[config.mk]
export PLATFORM = sky130hd
export DESIGN_NAME = iir_biquad_seq
export DESIGN_NICKNAME = d
export VERILOG_FILES = /design/src/rtl/iir_pkg.sv /design/src/rtl/iir_round_sat.sv /design/src/rtl/iir_biquad_seq.sv
export SDC_FILE = /design/constraint.sdc
export NUM_CORES = 1
export LEC_CHECK = 0
export CELL_PAD_IN_SITES_DETAIL_PLACEMENT = 1
export CELL_PAD_IN_SITES_GLOBAL_PLACEMENT = 2
export CORE_ASPECT_RATIO = 1.25
export CORE_MARGIN = 1
export CORE_UTILIZATION = 42
export CTS_CLUSTER_DIAMETER = 50
export CTS_CLUSTER_SIZE = 25
export DETAILED_ROUTE_END_ITERATION = 8
export PLACE_DENSITY_LB_ADDON = 0.15
export SLEW_MARGIN = 20
export SYNTH_ARGS = -nofsm -noshare
export SYNTH_HDL_FRONTEND = slang
export SYNTH_HIERARCHICAL = 1
export SYNTH_SLANG_ARGS = --single-unit
[constraint.sdc]
create_clock -name clk_i -period 13.1 [get_ports clk_i]
set_clock_uncertainty 0.1 [all_clocks]
set_input_delay 1.31 -clock clk_i [delete_from_list [all_inputs] [get_ports clk_i]]
set_output_delay 1.31 -clock clk_i [all_outputs]
set_load 0.03 [all_outputs]
[src/rtl/iir_pkg.sv]
`default_nettype none
// +----------------------------------------------------------------------+
// | iir_pkg : shared types and constants for the sequential biquad       |
// | rev 1.0                                                              |
// +----------------------------------------------------------------------+
package iir_pkg;

  typedef enum logic [1:0] {
    IDLE = 2'd0,
    MAC  = 2'd1,
    DONE = 2'd2
  } state_t;

  localparam int COEF_FRAC = 22;

  // Accumulator needs 3 guard bits above a full product for the five terms
  function automatic int acc_width(input int wd_in, input int co_wd);
    return wd_in + co_wd + 3;
  endfunction

  // Term order through the single multiplier
  localparam logic [2:0] SEL_B0 = 3'd0;
  localparam logic [2:0] SEL_B1 = 3'd1;
  localparam logic [2:0] SEL_B2 = 3'd2;
  localparam logic [2:0] SEL_A1 = 3'd3;
  localparam logic [2:0] SEL_A2 = 3'd4;

endpackage
`default_nettype wire

[src/rtl/iir_round_sat.sv]
`default_nettype none
// +----------------------------------------------------------------------+
// | iir_round_sat : round-half-up, shift by FRAC, saturate to OUT_WD     |
// | rev 1.0                                                              |
// +----------------------------------------------------------------------+
module iir_round_sat #(
  parameter int IN_WD  = 51,
  parameter int OUT_WD = 24,
  parameter int FRAC   = 22
) (
  input  logic signed [IN_WD-1:0]  acc,
  output logic signed [OUT_WD-1:0] y,
  output logic                     ovf
);

  localparam int SH_WD = IN_WD - FRAC;
  localparam logic [IN_WD-1:0] HALF = {{(IN_WD-1){1'b0}}, 1'b1} << (FRAC - 1);
  localparam logic signed [SH_WD-1:0] MAXV = SH_WD'({1'b0, {(OUT_WD-1){1'b1}}});
  localparam logic signed [SH_WD-1:0] MINV = ~MAXV;

  logic signed [IN_WD-1:0] biased;
  logic signed [SH_WD-1:0] shifted;

  assign biased  = acc + signed'(HALF);
  assign shifted = SH_WD'(biased >>> FRAC);

  always_comb begin
    y   = shifted[OUT_WD-1:0];
    ovf = 1'b0;
    if (shifted > MAXV) begin
      y   = MAXV[OUT_WD-1:0];
      ovf = 1'b1;
    end else if (shifted < MINV) begin
      y   = MINV[OUT_WD-1:0];
      ovf = 1'b1;
    end
  end

endmodule
`default_nettype wire

[src/rtl/iir_biquad_seq.sv]
`default_nettype none
// +----------------------------------------------------------------------+
// | iir_biquad_seq : Direct Form I biquad, one shared multiplier,        |
// | one sample per 7 clocks with valid/ready input handshake. rev 1.0    |
// +----------------------------------------------------------------------+
module iir_biquad_seq
  import iir_pkg::*;
#(
  parameter int               WD_IN  = 24,
  parameter int               WD_OUT = 24,
  parameter int               CO_WD  = 24,
  parameter logic [CO_WD-1:0] B0     = 24'h400000,
  parameter logic [CO_WD-1:0] B1     = 24'h000000,
  parameter logic [CO_WD-1:0] B2     = 24'h000000,
  parameter logic [CO_WD-1:0] A1     = 24'h000000,
  parameter logic [CO_WD-1:0] A2     = 24'h000000
) (
  input  logic              clk_i,
  input  logic              clr_i,
  input  logic              valid_i,
  input  logic [WD_IN-1:0]  data_i,
  output logic              ready_o,
  input  logic              flush_i,
  output logic [WD_OUT-1:0] data_o,
  output logic              valid_o,
  output logic              sat_o
);

  localparam int ACC_WD = acc_width(WD_IN, CO_WD);
  localparam int OP_WD  = (WD_IN > WD_OUT) ? WD_IN : WD_OUT;
  localparam int PR_WD  = OP_WD + CO_WD;

  state_t state, state_nx;
  logic [2:0] cnt;
  logic signed [WD_IN-1:0]  x0, x1, x2;
  logic signed [WD_OUT-1:0] y1, y2;
  logic signed [ACC_WD-1:0] acc;
  logic signed [CO_WD-1:0]  coef;
  logic signed [OP_WD-1:0]  op;
  logic signed [PR_WD-1:0]  prod;
  logic signed [ACC_WD-1:0] prod_ext;
  logic                     sub;
  logic signed [WD_OUT-1:0] y_new;
  logic                     ovf;
  logic                     accept, mac_en, out_en;

  // State register
  always_ff @(posedge clk_i or posedge clr_i) begin
    if (clr_i) state <= IDLE;
    else       state <= state_nx;
  end

  // Next-state logic
  always_comb begin
    state_nx = state;
    case (state)
      IDLE:    if (accept) state_nx = MAC;
      MAC:     if (cnt == SEL_A2) state_nx = DONE;
      DONE:    state_nx = IDLE;
      default: state_nx = IDLE;
    endcase
  end

  // Control outputs
  always_comb begin
    ready_o = (state == IDLE) && !clr_i;
    accept  = valid_i && ready_o;
    mac_en  = (state == MAC);
    out_en  = (state == DONE);
  end

  // Coefficient/operand select; feedback terms are subtracted rather than
  // negating the coefficient, so a1 = -2.0 needs no extra bit.
  always_comb begin
    coef = signed'(B0);
    op   = OP_WD'(x0);
    sub  = 1'b0;
    case (cnt)
      SEL_B0: begin coef = signed'(B0); op = OP_WD'(x0); end
      SEL_B1: begin coef = signed'(B1); op = OP_WD'(x1); end
      SEL_B2: begin coef = signed'(B2); op = OP_WD'(x2); end
      SEL_A1: begin coef = signed'(A1); op = OP_WD'(y1); sub = 1'b1; end
      SEL_A2: begin coef = signed'(A2); op = OP_WD'(y2); sub = 1'b1; end
      default: ;
    endcase
  end

  assign prod     = coef * op;
  assign prod_ext = ACC_WD'(prod);

  iir_round_sat #(
    .IN_WD  (ACC_WD),
    .OUT_WD (WD_OUT),
    .FRAC   (COEF_FRAC)
  ) u_round_sat (
    .acc (acc),
    .y   (y_new),
    .ovf (ovf)
  );

  always_ff @(posedge clk_i or posedge clr_i) begin
    if (clr_i) begin
      cnt     <= 3'd0;
      acc     <= '0;
      x0      <= '0;
      x1      <= '0;
      x2      <= '0;
      y1      <= '0;
      y2      <= '0;
      data_o  <= '0;
      valid_o <= 1'b0;
      sat_o   <= 1'b0;
    end else begin
      valid_o <= 1'b0;
      sat_o   <= 1'b0;
      if (ready_o && flush_i) begin
        x1 <= '0;
        x2 <= '0;
        y1 <= '0;
        y2 <= '0;
      end
      if (accept) begin
        x0  <= data_i;
        acc <= '0;
        cnt <= 3'd0;
      end
      if (mac_en) begin
        acc <= sub ? (acc - prod_ext) : (acc + prod_ext);
        cnt <= cnt + 3'd1;
      end
      if (out_en) begin
        data_o  <= y_new;
        valid_o <= 1'b1;
        sat_o   <= ovf;
        x2      <= x1;
        x1      <= x0;
        y2      <= y1;
        y1      <= y_new;
      end
    end
  end

endmodule
`default_nettype wire

Word-level counts from Yosys, hierarchy flattened
Index checks and enable logic that the tools add are counted.

cells by class
  $add $sub $neg = 4
  multipliers = 1
  div/mod/pow operators = 0
  order comparisons = 2
  eq/ne operators = 8
  shift-type cells = 0
  mux-type cells = 22
  bitwise operators = 0
  reduce and logical (&&, ||, !) cells = 10

operators with widths
  operator                                                                           count
  24-bit two-way mux                                                                 7
  51-bit two-way mux                                                                 3
  24-bit one-hot mux with 4 select lines                                             1
  51-bit by 23-bit adder with 51-bit output, second input constant                   1
  51-bit by 48-bit adder with 51-bit output                                          1
  51-bit by 48-bit subtractor with 51-bit output                                     1
  24-bit by 24-bit multiplier with 48-bit output                                     1
  29-bit by 24-bit greater-than comparator with 1-bit output, second input constant  1
  29-bit by 24-bit < comparator with 1-bit output, second input constant             1
  23-bit two-way mux                                                                 1
  3-bit by 2-bit == test with 1-bit output, second input constant                    2
  3-bit two-way mux                                                                  2
  1-bit two-way mux                                                                  5
  2-bit two-way mux                                                                  2
  2-bit one-hot mux with 2 select lines                                              1
  2-bit nonzero test                                                                 2
  4-bit OR reduction                                                                 1
  3-bit by 1-bit adder with 3-bit output, second input constant                      1
  3-bit by 1-bit == test with 1-bit output, second input constant                    1
  3-bit == test, second input constant                                               1
  1-bit logical AND                                                                  3
  2-bit by 1-bit == test with 1-bit output, second input constant                    1
  2-bit == test, second input constant                                               1
  2-bit zero test                                                                    1
  5 further kinds                                                                    5

word-level totals
  register bits after elaboration = 202
  latch bits = 0
  RAM bits = 0
  ROM bits = 0
  output and inout bits = 27
  memories kept = 0

Logic depth before layout (Yosys ltp)
  word-level depth = 7
  depth in mapped cells = 34

Cells and area by module
Netlist, hierarchy kept.

by module, submodules not included
  module          instances  cells each  area each (um^2)  seq. area each (um^2)
  iir_biquad_seq  1          844         8,226.6           2,677.6
  iir_round_sat   1          183         1,320.0           0.0

Worst setup path after synthesis
Ideal clock, no wire load.

  path type = register -> register
  start = reg cnt[0]
  end = reg acc[50]
  setup time = 80 ps
  data arrival time = 7,349 ps
  required time = 12,920 ps
  path slack = 5,571 ps
  cell stages (with the launch flop) = 31
  cells stage by stage = dfrtp_1 ha_1 ha_1 a32oi_1 o21a_1 inv_1 a21oi_1 inv_1 ha_1 ha_1 ha_1 ha_1 a41o_2 o221a_4 a211o_2 a2111oi_0 a21oi_1 nand4_1 nor4_1 or4_1 nand3_1 xnor2_1 ha_1 a21oi_1 o21ai_0 a21o_1 a41o_1 a31oi_1 or3_1 and2_4 o211ai_2

between the ends
  word-level cells in the longest chain between the ends = 7

ends and longest elaborated chain
  item                                                                                                         line                   text
  start: declaration                                                                                           iir_biquad_seq.sv:34   logic [2:0] cnt;
  start signal: assignment                                                                                     iir_biquad_seq.sv:129  cnt <= cnt + 3'd1;
  3-bit == test (tied with other cells)                                                                        iir_biquad_seq.sv:78   case (cnt)
  4-bit OR reduction (no source line)                                                                          --
  23-bit two-way mux                                                                                           iir_biquad_seq.sv:78
  24-bit by 24-bit multiplier with 48-bit output                                                               iir_biquad_seq.sv:88   assign prod = coef * op;
  51-bit by 48-bit adder with 51-bit output or 51-bit by 48-bit subtractor with 51-bit output (tied branches)  iir_biquad_seq.sv:128  acc <= sub ? (acc - prod_ext) : (acc + prod_ext);
  51-bit two-way mux *                                                                                         iir_biquad_seq.sv:128
  51-bit two-way mux *                                                                                         iir_biquad_seq.sv:127  if (mac_en) begin
  end signal: assignment                                                                                       iir_biquad_seq.sv:128
  end: declaration                                                                                             iir_biquad_seq.sv:37   logic signed [ACC_WD-1:0] acc;

Every way passes the cells marked *; elsewhere a longest branch is shown, timed or not.
A chain may end at the register's enable or synchronous reset.

Worst setup path after layout
Same ends and word-level chain as after synthesis.

==> summary.md <==
| Metric | Value |
|---|---|
| Area Overhead vs Synth | 11.5% |
| GPL Wtd Cong | 0.828 |
| Outcome | finished, final reports clean |
| Hold-fix buffers at CTS | 0 |
| Endpoints failing setup | 0 |
| Synthesized instance count | 989 |
| Post-DP HPWL | 17.5 mm |
| Final Critical Period | 8.60 ns |
| Die height | 165 um |
| MaxCap Viol Count | 0 |
| Vias in the first global route | 7437 |
| Setup TNS | 0 ns |
| Critical path's top delay family | compound AO/OA/AOI/OAI gates |
| Initial Utilization | 0.430 |
| TritonCTS Buffers | 9 |
| Post-CTS Setup Inserts | 0 |
| Slew headroom | 0.359 |
| Kind of start point of the critical path | flip-flop |
| CTS Sinks | 89 |
| FF+latch area | 2230 um2 |
| Post-Syn Area | 8980 um2 |
| Final period util | 0.656 |
| Core area | 20900 um2 |
| Nets@finish | 1179 |
| Diode count | 0 |
| Routed via count | 7301 |
| RSZ-0062 raised after global routing | no |
| Post-Place Setup Slack | 4.49 ns |
| Placed inst area | 9710 um2 |
| Die ar. | 22000 um2 |
| Largest net degree at the start of global routing | 64 |
| Crit-path slowest cell | inv_1 |
| IO Port Bufs | 54 |
| Post-route ant nets | 0 |
| Area of the multi-input gates | 6420 um2 |
| Hold Violations, Final | 0 |
| Clock Pin Slew Worst Setup and Hold Paths | 0.08 ns |
| Gr ovfl total | 0 |
| TritonCTS clock tree | done |
| Critical path class | reg -> reg |
| Avg WL per Cell | 17.0 um |
| Layout cells sized above 1 | 0.129 |
| Rows | 59 |
| Drt pass-1 iters | 4 |
| Clock Tree Root | clkbuf_16 |
| Total routed wirelength | 22.0 mm |
| Fill count | 2414 |
| Hold crit path type | reg -> reg |
| Clk_lat worst skew | 0.36 ns |
| Syn_nets | 1152 |
| I/O pin cnt | 55 |
| Global-route wire length before repair | 37.3 mm |
| Cell mode on critical path | ha_1 |
| Worst EP required | 13.28 ns |
| Fin worst setup slack | 4.50 ns |
| CP arrival | 8.78 ns |
| Syn Area/Cell | 9.08 um2 |
| Initial antenna violation count | 0 |
| Max Slew Vio Count | 0 |
| CP Capture Type | flip-flop |
| Crit path buf inv count | 3 |
| Crit-path max cell delay | 0.76 ns |
| Design Area, Final | 10000 um2 |
| Gr usage total | 0.211 |
| DR iter-0 viols | 210 |
| Worst-margin pin slew | 0.960 ns |
| Fmax | 116 MHz |
| Die Wd | 133 um |
| CP Max Fanout | 30 |
| DRC violations left | 0 |
| Max clock buf depth | 2 |
| PostCTS Resize Cnt | 0 |
| Vias/cell | 5.64 |
| CTS H-Tree Depth | 3 |
| Ys Warns | 6 |
==> metrics by stage <==
stage                     hold WS (ns)  cells  utilization
final                            0.400   1295        0.479
after global placement           0.381   1279        0.465
after detailed placement         0.387   1279        0.465
after floorplan                  0.366    989            -
after global routing             0.414   1295        0.479
after CTS                        0.406   1295        0.479
==> final cells by class <==
class,count,area share
inverter,29,0.0110
multi-input combinational,824,0.642
sequential,89,0.223
tap,274,0.0343
timing repair buffer,63,0.0608
clock buffer,9,0.0225
clock inverter,7,0.00713
==> worst reg2reg max path: cells and delay by family (launching register included) <==
kind                       cells  cell delay [ns]
and+or+nand+nor                9             2.26
DFF                            1             0.41
buffers and inverters          3             1.12
adders and majority gates      6             1.88
xor gates and xnor gates       1             0.07
AOI/OAI and AO/OA              9             2.69
==> path summary, 6_finish.rpt <==
check,from,end,slack [ns],cells past startpoint
max in group asynchronous,clr_i,x0[14],10.51,3
hold reg to reg,x0[11],x0[11],0.40,1
setup / recovery,cnt[0],acc[50],4.50,28
hold / removal,x0[11],x0[11],0.40,1
min in group asynchronous,clr_i,data_o[23],1.20,2
setup reg to reg,cnt[0],acc[50],4.50,28
==> sequential cells by signal, indices dropped and copies added (netlist names) <==
signal   count
y2           1
y1           1
sat_o        1
acc         30
valid_o      1
x2           1
x1           1
state        2
x0          24
cnt          3
data_o      24
==> per-layer routing <==
metal  share of wire  routed length (um)  track usage
met1            0.44                9690        0.247
met5               0                   0            0
met2            0.53               11600        0.400
met4           0.019                 424       0.0617
met3           0.015                 330       0.0263
==> layout by cell type, fill, tap and decap left out, drive strengths merged, types with 4 or more instances in the layout <==
cell type      count
a22o               5
o21bai             4
o31ai              8
nand2b             7
mux2              46
dfrtp             89
and2              38
clkbuf             9
nand2            104
clkdlybuf4s50     54
nor2              47
a211o              6
or3                5
a21o              14
xor2              41
nor2b              8
o211ai            26
a21boi             4
o21ai             28
buf                9
nand4             17
and4               5
inv               32
nand3             51
a21oi             48
xnor2             57
a31oi              8
nor3              17
ha               135
or2                5
and3               9
o21a               7
or4                4
o22ai             29
Power is not shown: default switching activity piles up to over one toggle a cycle in this logic, so the estimate is an artifact.
